**src/rtl/ser_data_sender_p.sv**
```systemverilog
// ser_data_sender_p: parametrised async-serial frame transmitter with valid/ready input.
// Define SER_SENDER_HOLD_EN to add a one-word holding register for gapless frames.
module ser_data_sender_p #(
    parameter int DATA_W      = 8,
    parameter int CLK_DIV     = 434,
    parameter int STOP_BITS   = 1,
    parameter int PARITY_MODE = 0,
    parameter int LSB_FIRST   = 1
) (
    input  logic              clk,
    input  logic              rst,
    input  logic [DATA_W-1:0] data,
    input  logic              en,
    output logic              ready,
    output logic              busy,
    output logic              tx,
    output logic              tx_done
);

    if (DATA_W < 5 || DATA_W > 16 || CLK_DIV < 2 ||
        (STOP_BITS != 1 && STOP_BITS != 2) ||
        PARITY_MODE < 0 || PARITY_MODE > 2 ||
        (LSB_FIRST != 0 && LSB_FIRST != 1)) begin : g_bad_param
        $error("ser_data_sender_p: illegal parameter value");
    end

    localparam int DIV_W = $clog2(CLK_DIV);
    localparam int CNT_W = $clog2(DATA_W + 1);
    localparam logic [DIV_W-1:0] DIV_MAX   = DIV_W'(CLK_DIV - 1);
    localparam logic [CNT_W-1:0] DATA_LAST = CNT_W'(DATA_W - 1);
    localparam logic [CNT_W-1:0] STOP_LAST = CNT_W'(STOP_BITS - 1);

    typedef enum logic [2:0] {
        IDLE,
        START,
        DATA,
        PARITY,
        STOP
    } state_t;

    state_t            state, state_n;
    logic [DIV_W-1:0]  div, div_n;
    logic [CNT_W-1:0]  cnt, cnt_n;
    logic [DATA_W-1:0] sh, sh_n;
    logic              par, par_n;
    logic              tx_q, tx_n;
    logic              done_q, done_n;
    logic              accept;
    logic              bit_end;

    function automatic logic front(input logic [DATA_W-1:0] w);
        return (LSB_FIRST != 0) ? w[0] : w[DATA_W-1];
    endfunction

    function automatic logic [DATA_W-1:0] shift(input logic [DATA_W-1:0] w);
        return (LSB_FIRST != 0) ? {1'b0, w[DATA_W-1:1]}
                                : {w[DATA_W-2:0], 1'b0};
    endfunction

    function automatic logic parity_of(input logic [DATA_W-1:0] w);
        return (PARITY_MODE == 2) ? ~(^w) : ^w;
    endfunction

`ifdef SER_SENDER_HOLD_EN
    logic [DATA_W-1:0] hold, hold_n;
    logic              hold_full, hold_full_n;

    assign ready = !hold_full;
`else
    assign ready = (state == IDLE);
`endif

    assign busy    = (state != IDLE);
    assign tx      = tx_q;
    assign tx_done = done_q;
    assign accept  = en && ready;
    assign bit_end = (div == DIV_MAX);

    always_comb begin
        state_n = state;
        div_n   = div;
        cnt_n   = cnt;
        sh_n    = sh;
        par_n   = par;
        tx_n    = tx_q;
        done_n  = 1'b0;
`ifdef SER_SENDER_HOLD_EN
        hold_n      = hold;
        hold_full_n = hold_full;
        // A word offered while a frame is running parks in the holding slot.
        if (accept && state != IDLE) begin
            hold_n      = data;
            hold_full_n = 1'b1;
        end
`endif
        unique case (state)
            IDLE: begin
                tx_n  = 1'b1;
                div_n = '0;
                cnt_n = '0;
`ifdef SER_SENDER_HOLD_EN
                if (hold_full) begin
                    state_n     = START;
                    tx_n        = 1'b0;
                    sh_n        = hold;
                    par_n       = parity_of(hold);
                    hold_full_n = 1'b0;
                end else if (accept) begin
`else
                if (accept) begin
`endif
                    state_n = START;
                    tx_n    = 1'b0;
                    sh_n    = data;
                    par_n   = parity_of(data);
                end
            end
            START: begin
                div_n = div + DIV_W'(1);
                if (bit_end) begin
                    div_n   = '0;
                    state_n = DATA;
                    tx_n    = front(sh);
                    sh_n    = shift(sh);
                end
            end
            DATA: begin
                div_n = div + DIV_W'(1);
                if (bit_end) begin
                    div_n = '0;
                    if (cnt == DATA_LAST) begin
                        cnt_n = '0;
                        if (PARITY_MODE != 0) begin
                            state_n = PARITY;
                            tx_n    = par;
                        end else begin
                            state_n = STOP;
                            tx_n    = 1'b1;
                        end
                    end else begin
                        cnt_n = cnt + CNT_W'(1);
                        tx_n  = front(sh);
                        sh_n  = shift(sh);
                    end
                end
            end
            PARITY: begin
                div_n = div + DIV_W'(1);
                if (bit_end) begin
                    div_n   = '0;
                    state_n = STOP;
                    tx_n    = 1'b1;
                end
            end
            STOP: begin
                div_n = div + DIV_W'(1);
                if (bit_end) begin
                    div_n = '0;
                    if (cnt == STOP_LAST) begin
                        cnt_n   = '0;
                        done_n  = 1'b1;
                        state_n = IDLE;
                        tx_n    = 1'b1;
`ifdef SER_SENDER_HOLD_EN
                        // Held word starts on the completion edge: no idle gap.
                        if (hold_full) begin
                            state_n     = START;
                            tx_n        = 1'b0;
                            sh_n        = hold;
                            par_n       = parity_of(hold);
                            hold_full_n = 1'b0;
                        end
`endif
                    end else begin
                        cnt_n = cnt + CNT_W'(1);
                    end
                end
            end
            default: begin
                state_n = IDLE;
                tx_n    = 1'b1;
            end
        endcase
    end

    always_ff @(posedge clk) begin
        if (rst) begin
            state  <= IDLE;
            div    <= '0;
            cnt    <= '0;
            sh     <= '0;
            par    <= 1'b0;
            tx_q   <= 1'b1;
            done_q <= 1'b0;
        end else begin
            state  <= state_n;
            div    <= div_n;
            cnt    <= cnt_n;
            sh     <= sh_n;
            par    <= par_n;
            tx_q   <= tx_n;
            done_q <= done_n;
        end
    end

`ifdef SER_SENDER_HOLD_EN
    always_ff @(posedge clk) begin
        if (rst) begin
            hold      <= '0;
            hold_full <= 1'b0;
        end else begin
            hold      <= hold_n;
            hold_full <= hold_full_n;
        end
    end
`endif

endmodule

```
**config.mk**
```make
export PLATFORM = sky130hd
export DESIGN_NAME = ser_data_sender_p
export DESIGN_NICKNAME = d
export VERILOG_FILES = /design/src/rtl/ser_data_sender_p.sv
export SDC_FILE = /design/constraint.sdc
export NUM_CORES = 1
export LEC_CHECK = 0
export CORE_ASPECT_RATIO = 0.5
export CORE_MARGIN = 2
export CORE_UTILIZATION = 45
export DETAILED_ROUTE_END_ITERATION = 8
export PLACE_DENSITY = 0.69
export SYNTH_ARGS = -nofsm -noshare
export SYNTH_HDL_FRONTEND = slang
export SYNTH_SLANG_ARGS = --single-unit
```
**constraint.sdc**
```tcl
create_clock -name clk -period 2.6 [get_ports clk]
set_clock_uncertainty 0.2 [all_clocks]
set_input_delay 0.52 -clock clk [delete_from_list [all_inputs] [get_ports clk]]
set_output_delay 0.52 -clock clk [all_outputs]
set_load 0.05 [all_outputs]
```
Word level (Yosys, flattened, before mapping)
Index checks and enable logic that the tools add are counted.
{"block": "classes", "addsub": 2, "eq_ne": 14, "n_reduce_logical": 13, "n_mux": 29, "bitwise_logic": 2}
{"operator": "2-to-1 mux 8 bit", "n": 4}
{"operator": "one-hot mux 8 bit (3 select lines)", "n": 1}
{"operator": "2-to-1 mux 3 bit", "n": 7}
{"operator": "one-hot mux 9 bit (2 select lines)", "n": 1}
{"operator": "2-to-1 mux 4 bit", "n": 4}
{"operator": "one-hot mux 3 bit (5 select lines)", "n": 1}
{"operator": "inequality test 2 bit (second input constant)", "n": 7}
{"operator": "one-hot mux 4 bit (3 select lines)", "n": 1}
{"operator": "AND reduction 5 bit", "n": 2}
{"operator": "adder 9 x 1 -> 9 bit (second input constant)", "n": 1}
{"operator": "equality test 9 bit (second input constant)", "n": 1}
{"operator": "2-to-1 mux 9 bit", "n": 1}
{"operator": "nonzero test 3 bit", "n": 3}
{"operator": "2-to-1 mux 1 bit", "n": 8}
{"operator": "AND reduction 7 bit", "n": 1}
{"operator": "equality test 3 x 2 -> 1 bit (second input constant)", "n": 2}
{"operator": "one-hot mux 1 bit (5 select lines)", "n": 1}
{"operator": "adder 4 x 1 -> 4 bit (second input constant)", "n": 1}
{"operator": "equality test 4 x 3 -> 1 bit (second input constant)", "n": 1}
{"operator": "zero test 4 bit", "n": 1}
{"operator": "OR reduction 4 bit", "n": 1}
{"operator": "equality test 3 x 1 -> 1 bit (second input constant)", "n": 1}
{"operator": "equality test 3 bit (second input constant)", "n": 1}
{"operator": "zero test 3 bit", "n": 1}
{"operator": "other kinds (6)", "n": 7}
{"block": "word_totals", "out_inout_bits": 4, "register_bits": 26, "elab_cells": 66}

Longest topological paths before layout
Gate-level depths: netlist (run 1).
{"block": "depth", "depth_word": 4, "depth_mapped": 8, "depth_no_buf": 6}

Worst setup path after synthesis (run 1)
OpenSTA, ideal clock, no wires.
{"block": "synth_path", "path_type": "reg2reg", "from": "reg state[1]", "to": "reg div[2]", "stages_incl_launch_ff": 9, "t_arrival_ns": 1.649, "setup_slack_ns": 0.619, "n_path_buf": 2, "t_required_ns": 2.268, "path_cell_list": "dfxtp_1 buf_6 nor2_1 nand2_4 inv_2 a211oi_4 buf_6 a21oi_1 nor3_1"}
{"item": "start: declaration", "line_no": "41", "text": "state_t state, state_n;"}
{"item": "start signal: assignment", "line_no": "196", "text": "state <= state_n;"}
{"item": "zero test 3 bit (*)"}
{"item": "via ready", "line_no": "14", "text": "output logic ready,"}
{"item": "one-hot mux 9 bit (2 select lines) / nonzero test 2 bit (equally long branches)"}
{"item": "end signal: assignment", "line_no": "197", "text": "div <= div_n;"}
{"item": "end: declaration", "line_no": "42", "text": "logic [DIV_W-1:0] div, div_n;"}
The timed path passes the listed nets; every way through them passes the cells marked *.
A chain may end at the register's enable or synchronous reset.

Worst setup path after layout (run 1)
{"block": "layout_path", "from": "reg state[1]", "to": "out ready"}
{"block": "layout_between", "elab_chain_cells": 1}
{"item": "zero test 3 bit", "line_no": "70", "text": "assign ready = (state == IDLE);"}
{"item": "end: declaration", "line_no": "14"}
Every way passes these cells.

==> metrics.cfg, run 1 <==
[status]
outcome=finished, final reports clean

[sta]
maxSlewViolCount=0
worst_slew_pin_slew_ns=0.638
timing.setup.tns_ns=0
whs_ns=0.328
max_slew_margin_pct=57.4
rsz0062_at_grt=false
hold_viol=0
min_period_ns=2.24
fmax_mhz=447
period_share_pct=86.0
setup_viol=0

[worst_setup_path]
end_kind=primary output
r2r-start=div[1]
rrSetupSlack_ns=0.37
cp_slowest_stage_delay_ns=0.45
worstSetupPathType=register to primary output
cp.required_ns=1.88
r2r_end=div[7]
crit_fanout=6
crit_path_start=state[1]
crit_path_end=ready
cp_slowest_cell=nor2_1
crit_arrival_ns=1.52
critPathLaunchType=register
cp_cell_sequence=nor2_1, nand2_4, inv_2, buf_12
ff2ff_path_depth=6

[pwr]
powerDensity_nw_per_um2=511
power_w=0.000947
p_leak_nw=0.652
max-vdd-ir-drop_mv=0.223

[synthesis]
synth-simple-area-share_pct=21.6
synth_cell_types=54
ys_seq_area_share_pct=32.2
syn_area_um2=1610
synth_seq_cells=26
ys_async_sr_fraction_pct=0
synthAdderAreaFrac_pct=3.10
synth_mux_area_share_pct=4.96
synth_area_leaders=dfxtp_1 (32%), a311oi_1 (7.6%), a21oi_1 (5.3%)
synth-warning-count=0
ys.flop_type=dfxtp_1
synthXorXnorAreaFrac_pct=0.543
synth_compound_area_share_pct=29.4
synth_nets=185
netlist_top_cells_count=dfxtp_1 (26), a21oi_1 (17), a311oi_1 (14), mux2i_1 (8), nand3_1 (8)
yosys.cell_count.top_type=dfxtp_1
syn_area_per_cell_um2=9.49
synth_cells=170
synth.top_cell.area_share_pct=32.2
synth_top_cell_by_area=dfxtp_1
synth_top_family_by_area=compound AO/OA/AOI/OAI gates
synth_edf_count=0

[cells_and_area]
utilization_pct=53.9
layout-drive-gt1-share_pct=15.4
fill_cells=322
area_delta_synth_final_pct=14.7
final_nets=198
n_antenna_cell=0

[global_route]
grt_pass1_wl_um=5870
track_usage_pct=18.7
grt_pass1_vias=1263
antenna_found_initial=0
grt.overflow.total=0
grt_max_degree=18

[detailed_routing]
firstDrtPassIters=4
via_count=1415
wl_per_cell_um=15.1
ant_nets=0
wirelength_um=3520
viasPerCell=6.07
drcViolationCount=0
drt-initial-drc-count=58

[floorplanning]
boundaryPins=15
die_h_um=46.4
dieArea_um2=4110
initial_core_util_pct=47.0
fp.coreArea_um2=3430
fp.dieW_um=88.7
rows=15

[cts]
clockRootBuffer=clkbuf_8
htreeDepth=1
cts_tree=done
clk_path_buf_depth=2
clkTransAtPathRegs_ns=0.10
clk_latency_ns=0.28
cts_sinks=26
cts_buffers=3
cts_setup_buffers=0
post_cts_resized=0
ctsHoldBuffers=0

[run]
cap_violations=0

[placed_design]
port_buffers=14
place_congestion=0.755
dpl.hpwl_um=2490

[hold_path]
worstHoldPathType=register to register

cell type report:
| type | count | area [um2] | area share (%) |
|---|---|---|---|
| multi-input combinational | 125 | 961 | 51.9 |
| sequential | 26 | 520 | 28.1 |
| timing repair buffer | 21 | 213 | 11.5 |
| tap | 51 | 63.8 | 3.45 |
| clock buffer | 3 | 41.3 | 2.23 |
| clock inverter | 1 | 30.0 | 1.62 |
| inverter | 6 | 22.5 | 1.22 |
layer usage:
| layer | up-vias | track usage [%] | part of all wire, % |
|---|---|---|---|
| met1 | 681 | 24.8 | 50 |
| met2 | 31 | 31.2 | 46 |
| met4 | 0 | 4.85 | 1.0 |
| met5 | - | 0 | 0 |
| met3 | 6 | 4.48 | 3.7 |
| li1 | 697 | - | - |
report_power, final:
| group | switching, W | internal [W] | total, W |
|---|---|---|---|
| sequential | 0.0000114 | 0.000418 | 0.000429 |
| combinational | 0.0000945 | 0.0000777 | 0.000172 |
| clock | 0.000139 | 0.000206 | 0.000346 |
| total | 0.000245 | 0.000702 | 0.000947 |
through the flow:
step / instances / instance area, um2 / setup slack, ns
2_1_floorplan: 170 / 1610 / 0.619
3_3_place_gp: 229 / 1780 / 0.468
3_5_place_dp: 229 / 1780 / 0.382
4_1_cts: 233 / 1850 / 0.378
5_1_grt: 233 / 1850 / 0.146
6_report: 233 / 1850 / 0.365
critical path, delay by kind of cell, from the launching register on:
| family | cells | cell delay (ns) |
|---|---|---|
| AND/OR/NAND/NOR | 2 | 0.59 |
| flip-flops | 1 | 0.32 |
| buffers and inverters | 2 | 0.31 |
worst min path at each step:
stage                     endpoint  startpoint  slack (ns)  cells after the start
final                        sh[3]       sh[3]        0.33                      2
after global routing         sh[0]       sh[0]        0.35                      2
after CTS                    sh[0]       sh[0]        0.33                      2
after detailed placement     sh[0]       sh[0]        0.32                      2
after global placement       sh[0]       sh[0]        0.30                      2
after floorplan              sh[0]       sh[0]        0.29                      2
cell families after synthesis:
| kind of cell | count (synthesis) |
|---|---|
| compound gates | 60 |
| simple gates | 52 |
| flops | 26 |
| buf+inv | 19 |
| mux | 8 |
| fa+ha+maj | 4 |
| xor+xnor | 1 |
placed cells by master, fill, tap and decap left out, types with 4 or more instances in the layout:
| master | instances |
|---|---|
| a21oi_1 | 17 |
| dfxtp_1 | 26 |
| nand3b_1 | 4 |
| nor3_1 | 4 |
| and3_1 | 5 |
| nand3_1 | 8 |
| a311oi_1 | 14 |
| buf_4 | 7 |
| nand2_1 | 6 |
| clkdlybuf4s50_1 | 12 |
| mux2i_1 | 8 |
| ha_1 | 4 |
| nor2_1 | 6 |
| inv_1 | 4 |
registers in the layout, summed over array words and instances, names as in the netlist:
register  cells
cnt           4
div           9
sh            8
state         3
tx            1
tx_done       1
(Power assumes the default switching activity.)
==> inputs of run 2 (changes only) <==
--- a/config.mk
+++ b/config.mk
@@ -5,6 +5,7 @@
 export SDC_FILE = /design/constraint.sdc
 export NUM_CORES = 1
 export LEC_CHECK = 0
+export ABC_AREA = 1
 export CORE_ASPECT_RATIO = 0.5
 export CORE_MARGIN = 2
 export CORE_UTILIZATION = 45
==> run 2 against run 1 <==
Clock-buffer cell count grew 1. Flip-flop and latch count did not move. Combinational power increased to 8.1 times the previous value. Power grew 140%. Critical path type unchanged. Largest cell class unchanged. Largest power group is now combinational cells.
==> metrics.cfg, run 2 <==
[global_route]
grt_pass1_wl_um=5460  ; -6.8%
grt_pass1_vias=1285  ; +1.7%
grt.overflow.total=0  ; unchanged
antenna_found_initial=0  ; unchanged
grt_max_degree=16  ; -2
track_usage_pct=17.4  ; -1.3 points

[placed_design]
port_buffers=14  ; unchanged
placed_cell_area_um2=1800  ; +1.3%
dpl.hpwl_um=2410  ; -3.1%
place_congestion=0.858  ; +14%
dp_cells=314  ; +37%

[pwr]
max-vdd-ir-drop_mv=0.443  ; +98%
p_leak_nw=0.872  ; +34%
powerDensity_nw_per_um2=1230  ; +140%

[cells_and_area]
n_antenna_cell=0  ; unchanged
layout-drive-gt1-share_pct=11.6  ; -3.8 points
regMostFlops=div
final_cell_mix=nand2_1 (74), nor2_1 (37), inv_1 (31), dfxtp_1 (26), nand3_1 (19)
final_area_um2=1860  ; +0.41%
largestRegisters=div x9, sh x8, cnt x4
final_nets=283  ; +43%
multi_input_area_um2=943  ; -1.8%
area_delta_synth_final_pct=14.3
finalNonFillerCells=318  ; +36%
fill_cells=349  ; +8.4%
final_common_cell=nand2_1
seq_area_um2=520  ; unchanged
largest_reg_flops=9  ; unchanged

[synthesis]
syn_area_per_cell_um2=6.45  ; -32%
yosys.cell_count.top_type=nand2_1
synth.top_cell.area_share_pct=32.0  ; -0.25 points
ys_async_sr_fraction_pct=0  ; unchanged
synthAdderAreaFrac_pct=3.08  ; -0.024 points
synth_nets=267  ; +44%
netlist_top_cells_count=nand2_1 (74), nor2_1 (37), inv_1 (31), dfxtp_1 (26), nand3_1 (19)
synth_mux_area_share_pct=0  ; -5.0 points
synthXorXnorAreaFrac_pct=0.538  ; -0.0042 points
synth_seq_cells=26  ; unchanged
synth_cells=252  ; +48%
synth_top_cell_by_area=dfxtp_1
synth-simple-area-share_pct=46.9  ; +25 points
ys.flop_type=dfxtp_1
synth_top_family_by_area=simple AND/OR/NAND/NOR gates
synth_area_leaders=dfxtp_1 (32%), nand2_1 (17%), nor2_1 (8.5%)
synth_edf_count=0  ; unchanged
synth_compound_area_share_pct=7.46  ; -22 points
synth_cell_types=30  ; -44%
syn_area_um2=1630  ; +0.78%
ys_seq_area_share_pct=32.0  ; -0.25 points
synth-warning-count=0  ; unchanged

[detailed_routing]
firstDrtPassIters=4  ; unchanged
viasPerCell=4.74  ; -22%
ant_nets=0  ; unchanged
wl_per_cell_um=10.3  ; -32%
drt-initial-drc-count=38  ; -34%
wirelength_um=3260  ; -7.2%
drcViolationCount=0  ; unchanged
via_count=1507  ; +6.5%

[floorplanning]
die_h_um=46.5  ; +0.35%
fp.coreArea_um2=3450  ; +0.55%
initial_core_util_pct=47.1  ; +0.11 points
rows=15  ; unchanged
boundaryPins=15  ; unchanged
fp.dieW_um=89.0  ; +0.37%
dieArea_um2=4140  ; +0.72%

[worst_setup_path]
crit_fanout=5  ; -1
rrSetupSlack_ns=0.84  ; +0.47 ns
ff2ff_path_depth=8  ; +2
end_kind=primary output
critPathLaunchType=register
worstSetupPathType=register to primary output
crit_path_end=busy
r2r_end=sh[4]
cp.required_ns=1.88  ; about the same
r2r-start=state[2]
crit_path_start=state[1]
crit_arrival_ns=1.66  ; +0.14 ns

[sta]
hold_viol=0  ; unchanged
rsz0062_at_grt=false
worst_slew_pin_slew_ns=0.554  ; -0.0839 ns
maxSlewViolCount=0  ; unchanged
min_period_ns=2.38  ; +0.149 ns
period_share_pct=91.7  ; +5.7 points
setup_viol=0  ; unchanged
fmax_mhz=419  ; -6.3%
timing.setup.tns_ns=0  ; unchanged
max_slew_margin_pct=63.0  ; +5.7 points

[run]
cap_violations=0  ; unchanged

[cts]
clk_path_buf_depth=2  ; unchanged
clockRootBuffer=clkbuf_8
post_cts_resized=0  ; unchanged
cts_setup_buffers=0  ; unchanged
clk_latency_ns=0.27  ; about the same
clkTransAtPathRegs_ns=0.09  ; about the same
cts_sinks=26  ; unchanged
ctsHoldBuffers=0  ; unchanged
cts_buffers=3  ; unchanged
cts_tree=done
htreeDepth=1  ; unchanged

[status]
outcome=finished, final reports clean

[hold_path]
worstHoldPathCells=2  ; unchanged
worstHoldPathType=register to register

run 2: cell types whose count changed in the layout (fill, tap and decap cells not counted), sizes merged, moves of 5 or more:
cell    delta
buf        -6
nand4      +5
nand3     +14
a311oi    -14
nor2      +39
and3       -5
nand2     +77
inv       +27
mux2i      -8
run 2: cell type report:
cell class | instances | area share, %
clock buffers | 4 | 2.96
repair buffers | 16 | 8.21
inverters | 33 | 6.66
multi-input cells | 188 | 50.7
flip-flops and latches | 26 | 28.0
well taps | 51 | 3.43
run 2: worst min-delay path by stage:
| stage | startpoint | to | slack (ns) |
|---|---|---|---|
| after floorplan | div[7] | div[7] | 0.25 |
| after global placement | tx | tx | 0.25 |
| after detailed placement | tx | tx | 0.26 |
| after CTS | tx | tx | 0.28 |
| after global routing | tx | tx | 0.31 |
| final | tx | tx | 0.27 |
run 2: power by group:
| group | internal [W] | total, W | switching, W |
|---|---|---|---|
| Combinational | 0.000473 | 0.00140 | 0.000925 |
| Clock | 0.000136 | 0.000270 | 0.000134 |
| Sequential | 0.000524 | 0.000612 | 0.0000877 |
run 2: stage by stage:
stage	hold WS (ns)	setup slack, ns	utilization, %	total power [W]
3_5_place_dp	0.256	0.529	52.2	0.00203
2_1_floorplan	0.252	0.808	-	0.00178
5_1_grt	0.305	0.110	53.8	0.00251
4_1_cts	0.279	0.209	53.8	0.00230
6_report	0.272	0.215	53.8	0.00228
3_3_place_gp	0.248	0.548	52.2	0.00200
run 2: worst max-delay path, stage by stage, from the launching register on:
cell	delay (ns)
dfxtp_1	0.42
inv_1	0.09
nand2_2	0.08
clkdlybuf4s50_1	0.79
run 2: per-layer routing:
layer | wire length, um | up-vias | global-route usage [%]
met1 | 1620 | 666 | 20.9
li1 | - | 817 | -
met2 | 1540 | 21 | 31.9
met3 | 87 | 3 | 3.94
met4 | 10 | 0 | 4.78
met5 | 0 | - | 0
run 2: cells by family after synthesis:
family | Yosys count
simple gates | 161
buf+inv | 38
fa+ha+maj | 4
flops | 26
xor+xnor | 1
compound gates | 22
==> inputs of run 3 (changes only) <==
--- a/config.mk
+++ b/config.mk
@@ -6,6 +6,7 @@
 export NUM_CORES = 1
 export LEC_CHECK = 0
 export ABC_AREA = 1
+export CAP_MARGIN = 10
 export CORE_ASPECT_RATIO = 0.5
 export CORE_MARGIN = 2
 export CORE_UTILIZATION = 45
==> results of run 3 <==
The final DEF is identical to that of run 2; final timing and power are the same.
